[src/rtl/sum_avg_pkg.sv]
// Shared types and sizing helpers for the sum-window averager and its min/max tracker.
package sum_avg_pkg;

    localparam int DATA_W_DEF = 8;
    localparam int LOG2_N_DEF = 2;

    function automatic int acc_w(input int data_w, input int log2_n);
        return data_w + log2_n;
    endfunction

    localparam int ACC_W_DEF = acc_w(DATA_W_DEF, LOG2_N_DEF);

    // Default-width view of one window result; the top re-declares it at its own widths.
    typedef struct packed {
        logic [ACC_W_DEF-1:0]  sum;
        logic [DATA_W_DEF-1:0] avg;
        logic [DATA_W_DEF-1:0] min_v;
        logic [DATA_W_DEF-1:0] max_v;
    } win_result_t;

    typedef enum logic [1:0] {
        ST_EMPTY = 2'd0,
        ST_FILL  = 2'd1,
        ST_HOLD  = 2'd2,
        ST_STALL = 2'd3
    } win_state_e;

endpackage

[src/rtl/window_minmax.sv]
// Running minimum/maximum of the samples in the current window, plus the
// values that would result if the presented sample were folded in.
module window_minmax
    import sum_avg_pkg::*;
#(
    parameter int DATA_W = DATA_W_DEF
) (
    input  logic              clk,
    input  logic              rst,
    input  logic              i_clear,
    input  logic              i_load,
    input  logic              i_update,
    input  logic [DATA_W-1:0] i_data,
    output logic [DATA_W-1:0] o_min,
    output logic [DATA_W-1:0] o_max,
    output logic [DATA_W-1:0] o_min_next,
    output logic [DATA_W-1:0] o_max_next
);

    logic [DATA_W-1:0] r_min;
    logic [DATA_W-1:0] r_max;
    logic [DATA_W-1:0] w_min_next;
    logic [DATA_W-1:0] w_max_next;

    // Candidate extremes including the presented sample.
    always_comb begin
        w_min_next = r_min;
        w_max_next = r_max;
        if (i_data < r_min) begin
            w_min_next = i_data;
        end else begin
            w_min_next = r_min;
        end
        if (i_data > r_max) begin
            w_max_next = i_data;
        end else begin
            w_max_next = r_max;
        end
    end

    // Running extremes: empty window is min=all-ones, max=zero.
    always_ff @(posedge clk) begin
        if (rst || i_clear) begin
            r_min <= '1;
            r_max <= '0;
        end else if (i_load) begin
            r_min <= i_data;
            r_max <= i_data;
        end else if (i_update) begin
            r_min <= w_min_next;
            r_max <= w_max_next;
        end
    end

    assign o_min      = r_min;
    assign o_max      = r_max;
    assign o_min_next = w_min_next;
    assign o_max_next = w_max_next;

endmodule

[src/rtl/sum_window_averager.sv]
// Collects windows of 2**LOG2_N samples and emits sum, truncated mean, min
// and max through a one-entry registered output with valid/ready.
module sum_window_averager
    import sum_avg_pkg::*;
#(
    parameter  int DATA_W = DATA_W_DEF,
    parameter  int LOG2_N = LOG2_N_DEF,
    localparam int ACC_W  = acc_w(DATA_W, LOG2_N)
) (
    input  logic              clk,
    input  logic              rst,
    input  logic              clr,
    input  logic              in_valid,
    output logic              in_ready,
    input  logic [DATA_W-1:0] in_data,
    output logic              out_valid,
    input  logic              out_ready,
    output logic [ACC_W-1:0]  out_sum,
    output logic [DATA_W-1:0] out_avg,
    output logic [DATA_W-1:0] out_min,
    output logic [DATA_W-1:0] out_max,
    output logic [7:0]        win_count
);

    typedef struct packed {
        logic [ACC_W-1:0]  sum;
        logic [DATA_W-1:0] avg;
        logic [DATA_W-1:0] min_v;
        logic [DATA_W-1:0] max_v;
    } res_t;

    localparam logic [LOG2_N-1:0] CNT_ZERO = '0;
    localparam logic [LOG2_N-1:0] CNT_LAST = '1;
    localparam logic [LOG2_N-1:0] CNT_ONE  = LOG2_N'(1);

    logic [LOG2_N-1:0] r_cnt;
    logic [ACC_W-1:0]  r_acc;
    res_t              r_res;
    logic              r_out_valid;
    logic [7:0]        r_win_count;

    logic              w_last;
    logic              w_fire;
    logic              w_take;
    logic              w_close;
    logic              w_accum;
    logic [ACC_W-1:0]  w_sum;
    logic [DATA_W-1:0] w_min_run;
    logic [DATA_W-1:0] w_max_run;
    logic [DATA_W-1:0] w_min_next;
    logic [DATA_W-1:0] w_max_next;
    win_state_e        w_state;

    assign w_last = (r_cnt == CNT_LAST);

    // Window state is a pure decode of {out_valid, cnt}; only STALL blocks input.
    always_comb begin
        w_state = ST_EMPTY;
        if (r_out_valid) begin
            if (w_last) begin
                w_state = ST_STALL;
            end else begin
                w_state = ST_HOLD;
            end
        end else begin
            if (r_cnt == CNT_ZERO) begin
                w_state = ST_EMPTY;
            end else begin
                w_state = ST_FILL;
            end
        end
    end

    assign in_ready = (w_state != ST_STALL);
    assign w_fire   = in_valid & in_ready;
    // clr outranks the sample even though in_ready is still reported.
    assign w_take   = w_fire & ~clr;
    assign w_close  = w_take & w_last;
    assign w_accum  = w_take & ~w_last;
    assign w_sum    = r_acc + ACC_W'(in_data);

    window_minmax #(
        .DATA_W (DATA_W)
    ) u_minmax (
        .clk        (clk),
        .rst        (rst),
        .i_clear    (clr | w_close),
        .i_load     (w_accum & (r_cnt == CNT_ZERO)),
        .i_update   (w_accum),
        .i_data     (in_data),
        .o_min      (w_min_run),
        .o_max      (w_max_run),
        .o_min_next (w_min_next),
        .o_max_next (w_max_next)
    );

    // Sample counter and accumulator for the window being filled.
    always_ff @(posedge clk) begin
        if (rst) begin
            r_cnt <= CNT_ZERO;
            r_acc <= '0;
        end else if (clr || w_close) begin
            r_cnt <= CNT_ZERO;
            r_acc <= '0;
        end else if (w_accum) begin
            r_cnt <= r_cnt + CNT_ONE;
            r_acc <= w_sum;
        end
    end

    // One-entry result register; a closing window takes precedence over a drain.
    always_ff @(posedge clk) begin
        if (rst) begin
            r_res       <= '0;
            r_out_valid <= 1'b0;
            r_win_count <= 8'd0;
        end else if (w_close) begin
            r_res.sum   <= w_sum;
            r_res.avg   <= w_sum[ACC_W-1:LOG2_N];
            r_res.min_v <= w_min_next;
            r_res.max_v <= w_max_next;
            r_out_valid <= 1'b1;
            r_win_count <= r_win_count + 8'd1;
        end else if (out_ready) begin
            r_out_valid <= 1'b0;
        end
    end

    assign out_valid = r_out_valid;
    assign out_sum   = r_res.sum;
    assign out_avg   = r_res.avg;
    assign out_min   = r_res.min_v;
    assign out_max   = r_res.max_v;
    assign win_count = r_win_count;

endmodule

[config.mk]
export PLATFORM = sky130hd
export DESIGN_NAME = sum_window_averager
export DESIGN_NICKNAME = d
export VERILOG_FILES = /design/src/rtl/sum_avg_pkg.sv /design/src/rtl/window_minmax.sv /design/src/rtl/sum_window_averager.sv
export SDC_FILE = /design/constraint.sdc
export NUM_CORES = 1
export LEC_CHECK = 0
export ABC_AREA = 0
export ABC_CLOCK_PERIOD_IN_PS = 4700
export BUFFER_PORTS_ARGS = -buffer_cell sky130_fd_sc_hd__buf_4
export CAP_MARGIN = 30
export CORE_MARGIN = 2
export CORE_UTILIZATION = 50
export CTS_BUF_LIST = sky130_fd_sc_hd__clkbuf_8
export CTS_CLUSTER_SIZE = 20
export DETAILED_ROUTE_END_ITERATION = 10
export GPL_TIMING_DRIVEN = 1
export PLACE_DENSITY_LB_ADDON = 0.12
export SLEW_MARGIN = 20
export SYNTH_ARGS = -nofsm -noshare
export SYNTH_HDL_FRONTEND = slang
export SYNTH_HIERARCHICAL = 1
export SYNTH_SLANG_ARGS = --single-unit
[constraint.sdc]
create_clock -name clk -period 4.7 [get_ports clk]
set_input_delay 1.41 -clock clk [delete_from_list [all_inputs] [get_ports clk]]
set_output_delay 1.41 -clock clk [all_outputs]
set_load 0.01 [all_outputs]
## Yosys cells after proc, flatten, opt, wreduce, memory -nomap -nowiden

Index checks and enable logic that the tools add are counted.
Widths: inputs -> output; s select.

- Register bits after elaboration: 71
- Bits in latches: 0
- RAM bits: 0
- ROM bits: 0
- Output and inout port bits: 44
- Word-level logic and storage cells: 42
- Memories kept: 0

- $add $sub $neg: 3
- Multiply operators: 0
- Div/mod/pow operators: 0
- $lt $le $gt $ge: 2
- Eq/ne operators: 2
- Shift operators: 0
- Mux-type cells: 11
- Bitwise logic cells: 8
- Reductions and logical operators: 6

Operators with widths:

| kind | number |
|---|---|
| $mux 8 | 6 |
| $add 10x8->10 | 1 |
| $add 8x1->8 const B | 1 |
| $gt 8x8->1 | 1 |
| $lt 8x8->1 | 1 |
| $and 1x1->1 | 5 |
| $mux 1 | 4 |
| $reduce_bool 2->1 | 2 |
| $add 2x1->2 const B | 1 |
| $eq 2x2->1 const B | 1 |
| $logic_not 2->1 | 1 |
| $logic_or 1x1->1 | 2 |
| $mux 2 | 1 |
| $ne 2x2->1 const B | 1 |
| $not 1->1 | 2 |
| $reduce_or 2->1 | 1 |
| $or 1x1->1 | 1 |

## Longest topological paths before layout

Gate-level depths: netlist of run 1.

- Depth after elaboration: 9
- Depth in mapped cells: 9

## Hierarchy

The synthesis of run 1 kept the hierarchy.

Modules (own cells, without submodules):

| module | instances | cells an instance | area each (um^2) | sequential area each (um^2) |
|---|---|---|---|---|
| sum_window_averager | 1 | 270 | 2232.1 | 940.9 |
| window_minmax | 1 | 147 | 1323.8 | 320.3 |

## Worst setup path after synthesis of run 1

OpenSTA, ideal clock, no wires.

- Kind: in2reg
- From: input port clr
- To: register u_minmax.r_min[1], in the netlist u_minmax/o_min[1]
- Library setup time: 0.072 ns
- Arrival time: 3.284 ns
- Path slack: 1.344 ns
- Cell stages on the path: 8
- Buffers on the path: 2
- Cell sequence: or3b_1 > clkbuf_1 > inv_1 > buf_2 > and2_1 > nor3_1 > a211oi_4 > mux2i_1

- Longest elaborated chain between the ends: 5
- Elaborated cells on any way between the ends: 9
- Classes of those cells: mux (1); bitwise (6); reduce/logical (2)

Ends and longest elaborated chain:

| item | line | source |
|---|---|---|
| from (decl) | sum_window_averager.sv:12 | `input logic clr,` |
| $not 1->1 * | sum_window_averager.sv:77 | `assign w_take = w_fire & ~clr;` |
| $and 1x1->1 * | sum_window_averager.sv:77 |  |
| $and 1x1->1 * | sum_window_averager.sv:79 | `assign w_accum = w_take & ~w_last;` |
| net w_accum | sum_window_averager.sv:46 | `logic w_accum;` |
| $and 1x1->1 | sum_window_averager.sv:88 | `.i_load (w_accum & (r_cnt == CNT_ZERO)),` |
| $mux 8 or $reduce_bool 2->1 (tied branches) | - |  |
| to (signal assigned) | window_minmax.sv:47 | `r_min <= i_data;` |
| to (signal assigned) | window_minmax.sv:50 | `r_min <= w_min_next;` |
| to (decl) | window_minmax.sv:20 | `logic [DATA_W-1:0] r_min;` |

Mark *: on every way through the listed nets, which the timed path passes. The rest lies on a longest branch.
A chain may end at the register's enable or synchronous reset.

## Worst setup path in the final report of run 1

- From: input port clr
- To: register u_minmax.r_min[5], in the netlist u_minmax/o_min[5]

- Longest elaborated chain between the ends: 5
- Elaborated cells on any way between the ends: 9
- Classes of those cells: mux (1); bitwise (6); reduce/logical (2)

Ends and longest elaborated chain:

| item | line | source |
|---|---|---|
| $not 1->1 | sum_window_averager.sv:77 |  |
| $and 1x1->1 | sum_window_averager.sv:77 |  |
| $and 1x1->1 (on tied branches) | sum_window_averager.sv:79, sum_window_averager.sv:78 |  |
| $and 1x1->1 or $or 1x1->1 (tied branches) | sum_window_averager.sv:88, sum_window_averager.sv:87 |  |
| $mux 8 (tied with other cells) | window_minmax.sv:46 | `end else if (i_load) begin` |

Parallel ways exist; a longest one is shown, timed or not.

==> flow_summary.ini, run 1 <==
[status]
outcome = complete, no violations

[worst_setup_path]
reg2reg_from = r_cnt[0]$_SDFFE_PP0P_
worstSetupEndpointType = flop
critPathMaxStageDelay_ns = 0.58
cp-start-kind = input port
crit_buf_inv = 2
path_cells = buf_4 > or3b_1 > inv_1 > and2_1 > nor3_1 > a211oi_4 > mux2i_1
cp_max_fo = 15
critical_path_class = input port to flop
crit_start = clr
slowest_stage = a211oi_4
cp.required_ns = 4.98
crit_family = simple AND/OR/NAND/NOR gates
worstPathArrival_ns = 3.53

[power]
leakage_nw = 1.82
vdd_ir_drop_max_mv = 0.183
power_density_nw_per_um2 = 299
p_total_w = 0.00127

[sta]
period_needed_ns = 3.25
period_share = 0.692
finalHoldViolations = 0
fmax_ghz = 0.307
drv_slew = 0
setup_viol = 0
worstMarginPinSlew_ns = 0.595
slew_headroom = 0.602
tns_ns = 0
fin_worst_skew_ns = 0.00652
rsz0062_at_grt = no

[floorplanning]
die_area_um2 = 7800
start_util = 0.521
die_height_um = 88.3
die_w_um = 88.3
rows = 30
core_area_um2 = 6830
pin_count = 57

[global_routing]
grt_pass1_wl_mm = 13.1
grt_pass1_vias = 2629
overflow = 0
grt.total_usage = 0.220
grt_max_degree = 61
antenna_found_initial = 0

[cts]
cts_tree = yes
clockBufferDepth = 2
h-tree-depth = 3
clockRootBuffer = clkbuf_8
post-cts-setup-buffers = 0
clk_transition_reported_paths_ns = 0.07
insertion_delay_ns = 0.35
numCtsBuffers = 9
cts_num_sinks = 63
cts_hold_buf = 0
ctsResizeCount = 0

[logic_synthesis]
synth-xor-area-share = 0.0296
synth-compound-area-share = 0.164
synth_fa_ha_area_frac = 0.0971
synth.avg_cell_area_um2 = 8.53
synthArstFlopShare = 0
synth_top_family_by_area = simple AND/OR/NAND/NOR gates
synth_largest_area_cell = dfxtp_1
ys_warn_count = 6
synthSimpleGateAreaFrac = 0.214
synth_common_cells = 66 x nand2_1, 63 x dfxtp_1, 39 x a21oi_1
synth_edf_count = 0
synthesis.nets = 457
synth-main-ff-cell = dfxtp_1
synthTopCellsByArea = dfxtp_1 35%, ha_1 9.1%, nand2_1 7.0%
synthMuxAreaShare = 0.0757
ys_ff_latch = 63
yosysMostFrequentCell = nand2_1
syn_inst = 417
synth-seq-area-share = 0.355
yosysTopAreaCellShare = 0.355
synth_area_um2 = 3560
ys_types = 56

[layout]
diodes = 0
nNetsFinal = 501
layout-drive-gt1-share = 0.227
area_growth_pct = 19.6
layout.cells.non_filler = 562

[routing]
drtPass1Iterations = 4
viasPerCell = 5.43
drc = 0
drtIter0Drc = 111
wl_mm = 8.17
antenna_left = 0
drt-wirelength-per-cell_um = 14.5
vias = 3050

[placement]
port_buffers = 56
gp_congestion = 0.809
hpwl_mm = 5.78
dpl.cell_count = 546

[run]
cap_violations = 0

[min_path]
hold_path_class = flop to flop
hp-start = out_min[4]$_SDFFE_PP0P_
==> where the power goes <==
part | switching [W] | total (W) | internal, W
Clock | 0.000217 | 0.000582 | 0.000365
Combinational | 0.0000856 | 0.000144 | 0.0000584
Sequential | 0.00000508 | 0.000546 | 0.000541
==> flip-flops by register name (all words and copies together) (netlist names) <==
name            flops
out_max             8
out_min             8
out_sum            10
out_valid           1
r_acc              10
r_cnt               2
u_minmax/o_max      8
u_minmax/o_min      8
win_count           8
==> layout make-up <==
class                      instances  area, um2
clock buffer                      10        138
inverter                          24       90.1
clock inverter                     6        108
multi-input combinational        302       2080
fill                             621       2580
timing repair buffer              61        458
tap                               96        120
sequential                        63       1260
==> path summary, 6_finish.rpt <==
check             cells past startpoint  slack (ns)                              to
setup / recovery                      7        1.45  u_minmax/o_min[5]$_SDFFE_PP1P_
hold reg to reg                       2        0.45         out_min[4]$_SDFFE_PP0P_
hold / removal                        2        0.45         out_min[4]$_SDFFE_PP0P_
setup reg to reg                      7        2.03  u_minmax/o_min[5]$_SDFFE_PP1P_
==> worst reg2reg max path: stages (launching register included) <==
cell and delay, ns:
dfxtp_1 0.34, ha_1 0.25, or3b_1 0.61, inv_1 0.14, and2_1 0.28, nor3_1 0.15
a211oi_4 0.58, mux2i_1 0.25
==> through the flow <==
| step | setup slack, ns | cell area (um2) | utilization | hold slack (ns) |
|---|---|---|---|---|
| after floorplan | 1.34 | 3560 | - | 0.436 |
| after global placement | 1.20 | 4010 | 0.587 | 0.444 |
| after detailed placement | 1.10 | 4010 | 0.587 | 0.448 |
| after CTS | 1.47 | 4250 | 0.623 | 0.458 |
| after global routing | 1.25 | 4250 | 0.623 | 0.475 |
| final | 1.45 | 4250 | 0.623 | 0.454 |
==> cell families after synthesis <==
family	after synthesis
buffers and inverters	52
adder cells (fa/ha/maj)	27
flip-flops	63
multiplexers	25
XOR/XNOR	12
AO/OA/AOI/OAI	83
AND/OR/NAND/NOR	155
==> metal layers <==
metal,wire length (um),share of wire,up-vias,GRT usage
li1,-,-,1544,-
met1,3970,0.49,1411,0.308
met4,158,0.019,0,0.0909
met2,3640,0.45,83,0.337
met5,0,0,-,0
met3,395,0.048,12,0.0354
==> cell usage in the layout, fill, tap and decap left out, types with 2 or more instances in the layout <==
master,instances
nand2b_1,3
or4_1,5
o21ai_0,9
a21boi_1,8
mux2i_1,10
nand4_1,3
nand2_1,66
mux2_2,14
or3_1,2
nand3b_1,4
and3_1,3
nor2_1,19
clkbuf_8,10
nor3_1,18
and4_1,3
xnor2_1,3
a21o_1,4
clkinv_2,2
dfxtp_1,63
a211oi_1,3
buf_4,61
inv_1,24
o211ai_1,2
xor2_1,9
nand3_1,17
a31oi_1,2
a21oi_1,39
nand4b_1,4
bufinv_16,3
ha_1,26
Power figures use the tool's default switching activity.
==> run 2, diff against run 1 <==
--- a/config.mk
+++ b/config.mk
@@ -6,7 +6,7 @@
 export NUM_CORES = 1
 export LEC_CHECK = 0
 export ABC_AREA = 0
-export ABC_CLOCK_PERIOD_IN_PS = 4700
+export ABC_CLOCK_PERIOD_IN_PS = 2800
 export BUFFER_PORTS_ARGS = -buffer_cell sky130_fd_sc_hd__buf_4
 export CAP_MARGIN = 30
 export CORE_MARGIN = 2
==> constraint.sdc (replaced) <==
create_clock -name clk -period 2.8 [get_ports clk]
set_input_delay 0.84 -clock clk [delete_from_list [all_inputs] [get_ports clk]]
set_output_delay 0.84 -clock clk [all_outputs]
set_load 0.01 [all_outputs]
==> flow_summary.ini, run 2 (synthesized netlist as in run 1, its figures left out) <==
[status]
outcome = complete, no violations

[layout]
nNetsFinal = 509
layout_common_cells = 69 x buf_4, 66 x nand2_1, 63 x dfxtp_1
layout_commonest_cell = buf_4
layout-drive-gt1-share = 0.241
n_fill_cell = 613
area_growth_pct = 21.3
stdcell_area_um2 = 4310
diodes = 0

[sta]
drv_slew = 0
tns_ns = 0
period_needed_ns = 2.44
fmax_ghz = 0.410
setup_viol = 0
worstMarginPinSlew_ns = 0.676
slew_headroom = 0.548
fin_worst_skew_ns = 0.00586
rsz0062_at_grt = no
period_share = 0.870
finalHoldViolations = 0

[power]
power_density_nw_per_um2 = 499
leakage_nw = 1.86
vdd_ir_drop_max_mv = 0.252
p_total_w = 0.00215

[cts]
clockBufferDepth = 2
clk_transition_reported_paths_ns = 0.07
h-tree-depth = 3
post-cts-setup-buffers = 0
cts_hold_buf = 0
cts_tree = yes
cts_num_sinks = 63
ctsResizeCount = 0
insertion_delay_ns = 0.35
clockRootBuffer = clkbuf_8
numCtsBuffers = 9

[worst_setup_path]
crit_top_cell = a21oi_1
crit_buf_inv = 2
worstPathArrival_ns = 2.73
rrSetupSlack_ns = 0.61
r2r_cells = 8
crit_family = simple AND/OR/NAND/NOR gates
r2r-end = u_minmax/o_min[3]$_SDFFE_PP1P_
crit_cells = 9
cp_max_fo = 5
cp-start-kind = input port
worstSetupEndpointType = flop
path_cells = buf_4 > ha_1 > inv_1 > fa_1 > nand2b_1 > a21oi_1 > a21oi_1 > or4_1 > nand3_1
slowest_stage = or4_1
critPathMaxStageDelay_ns = 0.44
cp.required_ns = 3.09
reg2reg_from = r_cnt[0]$_SDFFE_PP0P_
critical_path_class = input port to flop

[floorplanning]
rows = 30
pin_count = 57
core_area_um2 = 6830
die_w_um = 88.3
start_util = 0.521
die_height_um = 88.3
die_area_um2 = 7800

[routing]
drtPass1Iterations = 4
viasPerCell = 5.50
drc = 0
drtIter0Drc = 109
drt-wirelength-per-cell_um = 15.5
antenna_left = 0
wl_mm = 8.84
vias = 3133

[global_routing]
grt_pass1_vias = 2860
grt_pass1_wl_mm = 14.1
antenna_found_initial = 0
grt_max_degree = 36
overflow = 0
grt.total_usage = 0.237

[placement]
place_area_um2 = 4070
port_buffers = 56
gp_congestion = 0.902
hpwl_mm = 6.36

[min_path]
hp-start = out_min[0]$_SDFFE_PP0P_
whs_endpoint = out_min[0]$_SDFFE_PP0P_
holdPathStages = 2
hold_path_class = flop to flop

[run]
cap_violations = 0
run 2: cell types whose count changed in the layout (fill, tap and decap cells not counted):
cell | previous run | this run
clkinvlp_4 | 1 | 0
clkinv_4 | 0 | 3
clkbuf_8 | 10 | 9
clkinv_2 | 2 | 1
buf_4 | 61 | 69
run 2: power breakdown:
| group | internal [W] | total, W | switching [W] |
|---|---|---|---|
| registers | 0.000908 | 0.000917 | 0.00000890 |
| clock network | 0.000594 | 0.000982 | 0.000387 |
| logic | 0.000106 | 0.000256 | 0.000150 |
| total | 0.00161 | 0.00215 | 0.000546 |
run 2: worst reg2reg max path, stage by stage (launching register included):
cell	delay, ns
dfxtp_1	0.34
ha_1	0.24
or3b_1	0.40
inv_1	0.07
and2_1	0.26
nor3_1	0.15
a211oi_4	0.27
buf_4	0.20
mux2i_1	0.19
run 2: final cells by class:
cell class | instances | area (um2) | area share
inverters | 24 | 90.1 | 0.0209
multi-input cells | 302 | 2080 | 0.482
clock buffers | 9 | 124 | 0.0287
repair buffers | 69 | 518 | 0.120
well taps | 96 | 120 | 0.0279
flip-flops and latches | 63 | 1260 | 0.292
clock inverters | 7 | 121 | 0.0281
run 2: worst max path at each step:
stage | from | endpoint | slack (ns)
2_1_floorplan | clr | u_minmax/o_min[1]$_SDFFE_PP1P_ | 0.01
3_3_place_gp | in_data[0] | out_sum[6]$_SDFFE_PP0P_ | 0.07
3_5_place_dp | in_data[0] | out_sum[6]$_SDFFE_PP0P_ | 0.04
4_1_cts | in_data[0] | out_sum[6]$_SDFFE_PP0P_ | 0.41
6_report | in_data[0] | out_sum[8]$_SDFFE_PP0P_ | 0.36
5_1_grt | in_data[0] | r_acc[8]$_SDFFE_PP0P_ | 0.28
run 2: routing by layer:
metal / GRT usage / vias up / share of wire
li1: - / 1556 / -
met1: 0.320 / 1470 / 0.47
met2: 0.366 / 87 / 0.45
met3: 0.0420 / 20 / 0.048
met4: 0.118 / 0 / 0.028
met5: 0 / - / 0
run 2: per-stage QoR:
stage / hold WS (ns) / setup WS [ns] / utilization / std cells
4_1_cts: 0.460 / 0.411 / 0.631 / 570
3_5_place_dp: 0.449 / 0.0428 / 0.595 / 554
6_report: 0.457 / 0.363 / 0.631 / 570
3_3_place_gp: 0.445 / 0.0737 / 0.595 / 554
2_1_floorplan: 0.436 / 0.0139 / - / 417
5_1_grt: 0.479 / 0.280 / 0.631 / 570
==> run 3, diff against run 2 <==
--- a/config.mk
+++ b/config.mk
@@ -14,7 +14,7 @@
 export CTS_BUF_LIST = sky130_fd_sc_hd__clkbuf_8
 export CTS_CLUSTER_SIZE = 20
 export DETAILED_ROUTE_END_ITERATION = 10
-export GPL_TIMING_DRIVEN = 1
+export GPL_TIMING_DRIVEN = 0
 export PLACE_DENSITY_LB_ADDON = 0.12
 export SLEW_MARGIN = 20
 export SYNTH_ARGS = -nofsm -noshare
==> flow_summary.ini, run 3 (synthesized netlist as in run 1, its figures left out) <==
[cts]
cts_num_sinks = 63
cts_hold_buf = 0
cts_tree = yes
clk_transition_reported_paths_ns = 0.06
h-tree-depth = 3
clockBufferDepth = 2
numCtsBuffers = 9
clockRootBuffer = clkbuf_8
insertion_delay_ns = 0.34

[min_path]
hp-start = out_min[6]$_SDFFE_PP0P_
hold_path_class = flop to flop

[power]
leakage_nw = 1.88
p_int_w = 0.00149
seq_power_share = 0.458
p_sw_frac = 0.256
p_switching_w = 0.000513
p_clk_frac = 0.416
p_comb_frac = 0.126
power_density_nw_per_um2 = 463
vdd_ir_drop_max_mv = 0.265

[worst_setup_path]
cp_max_fo = 13
path_cells = buf_4 > or3b_1 > clkbuf_1 > inv_1 > clkbuf_4 > and2_2 > nor3_1 > a211oi_4 > buf_12 > mux2i_1
critical_path_class = input port to flop
crit_cells = 10
reg2reg_from = r_cnt[0]$_SDFFE_PP0P_
crit_buf_inv = 5
cp.required_ns = 3.06
worstPathArrival_ns = 2.91
crit_start = clr
crit_end = u_minmax/o_min[3]$_SDFFE_PP1P_
slowest_stage = or3b_1
r2r_cells = 10
worstSetupEndpointType = flop
r2r-end = u_minmax/o_min[3]$_SDFFE_PP1P_
cp-start-kind = input port
crit_family = buffers and inverters
critPathMaxStageDelay_ns = 0.34
rrSetupSlack_ns = 0.17

[global_routing]
grt.total_usage = 0.240
grt_pass1_wl_mm = 14.2
grt_max_degree = 14
antenna_found_initial = 0
overflow = 0
grt_pass1_vias = 2945

[layout]
layout_commonest_cell = nand2_1
layout_common_cells = 66 x nand2_1, 64 x buf_4, 63 x dfxtp_1
layout-drive-gt1-share = 0.233
utilization = 0.634
diodes = 0
nNetsFinal = 525
area_growth_pct = 21.7

[placement]
port_buffers = 56
hpwl_mm = 6.51
gp_congestion = 0.894

[routing]
drtIter0Drc = 112
vias = 3165
drtPass1Iterations = 4
viasPerCell = 5.40
drt-wirelength-per-cell_um = 15.2
wl_mm = 8.91
antenna_left = 0
drc = 0

[run]
cap_violations = 0

[floorplanning]
start_util = 0.521
pin_count = 57
die_area_um2 = 7800
rows = 30
die_w_um = 88.3
core_area_um2 = 6830
die_height_um = 88.3

[sta]
setup_viol = 0
period_share = 0.946
holdWs_ns = 0.459
fin_worst_skew_ns = 0.00984
rsz0062_at_grt = no
period_needed_ns = 2.65
slew_headroom = 0.609
worstMarginPinSlew_ns = 0.586
finalHoldViolations = 0
fmax_ghz = 0.378
tns_ns = 0
drv_slew = 0

[status]
outcome = complete, no violations
-- run 3: cell count changes in the layout (fill, tap and decap cells not counted), moves of 2 or more --
cell / delta
clkbuf_8: +3
buf_2: +4
clkinv_4: -3
clkbuf_1: +14
bufinv_16: -2
buf_4: -5
-- run 3: per-layer routing --
layer | share of wire | global-route usage | up-vias
li1 | - | - | 1590
met1 | 0.47 | 0.319 | 1473
met2 | 0.46 | 0.383 | 87
met3 | 0.052 | 0.0382 | 15
met4 | 0.023 | 0.112 | 0
met5 | 0 | 0 | -
-- run 3: worst min-delay path by stage --
stage	cells past startpoint	slack, ns	end
finish	2	0.46	out_min[6]$_SDFFE_PP0P_
global route	2	0.48	r_acc[0]$_SDFFE_PP0P_
CTS	2	0.46	out_min[6]$_SDFFE_PP0P_
detailed placement	2	0.45	out_max[3]$_SDFFE_PP0P_
global placement	2	0.45	out_min[5]$_SDFFE_PP0P_
floorplan	2	0.44	r_acc[5]$_SDFFE_PP0P_
-- run 3: stage by stage --
stage          std cells  worst slack [ns]  power (W)  area (um2)
5_1_grt              586            0.0107    0.00209        4330
6_report             586             0.152    0.00200        4330
3_3_place_gp         569            -0.530    0.00117        4100
2_1_floorplan        417            0.0139    0.00111        3560
4_1_cts              586           0.00554    0.00201        4330
3_5_place_dp         569            -0.567    0.00118        4100
-- run 3: power groups by stage --
stage | combinational, W | clock (W) | sequential, W
floorplan | 0.000173 | 0 | 0.000934
global placement | 0.000238 | 0 | 0.000937
detailed placement | 0.000244 | 0 | 0.000937
CTS | 0.000252 | 0.000844 | 0.000917
global route | 0.000279 | 0.000889 | 0.000918
finish | 0.000253 | 0.000833 | 0.000917
-- run 3: final cells by class --
type,instances,area (um2)
clock inverter,4,43.8
clock buffer,12,165
timing repair buffer,57,440
sequential,63,1260
fill,630,2500
tap,96,120
multi-input combinational,302,2060
buffer,28,144
inverter,24,90.1
-- run 3: repair_timing --
action / 4_1_cts / 5_1_grt
pin swaps: 1 / 0
endpoints found under the setup margin: 8 / 15
setup buffers: 1 / 0
hold endpoints to repair: 0 / 0
gates resized for setup: 0 / 2
-- run 3: tightest hold or removal path, cell delays in order, from the launching register on --
cell and delay [ns]:
dfxtp_1 0.31, nand2_1 0.05, a21oi_1 0.05
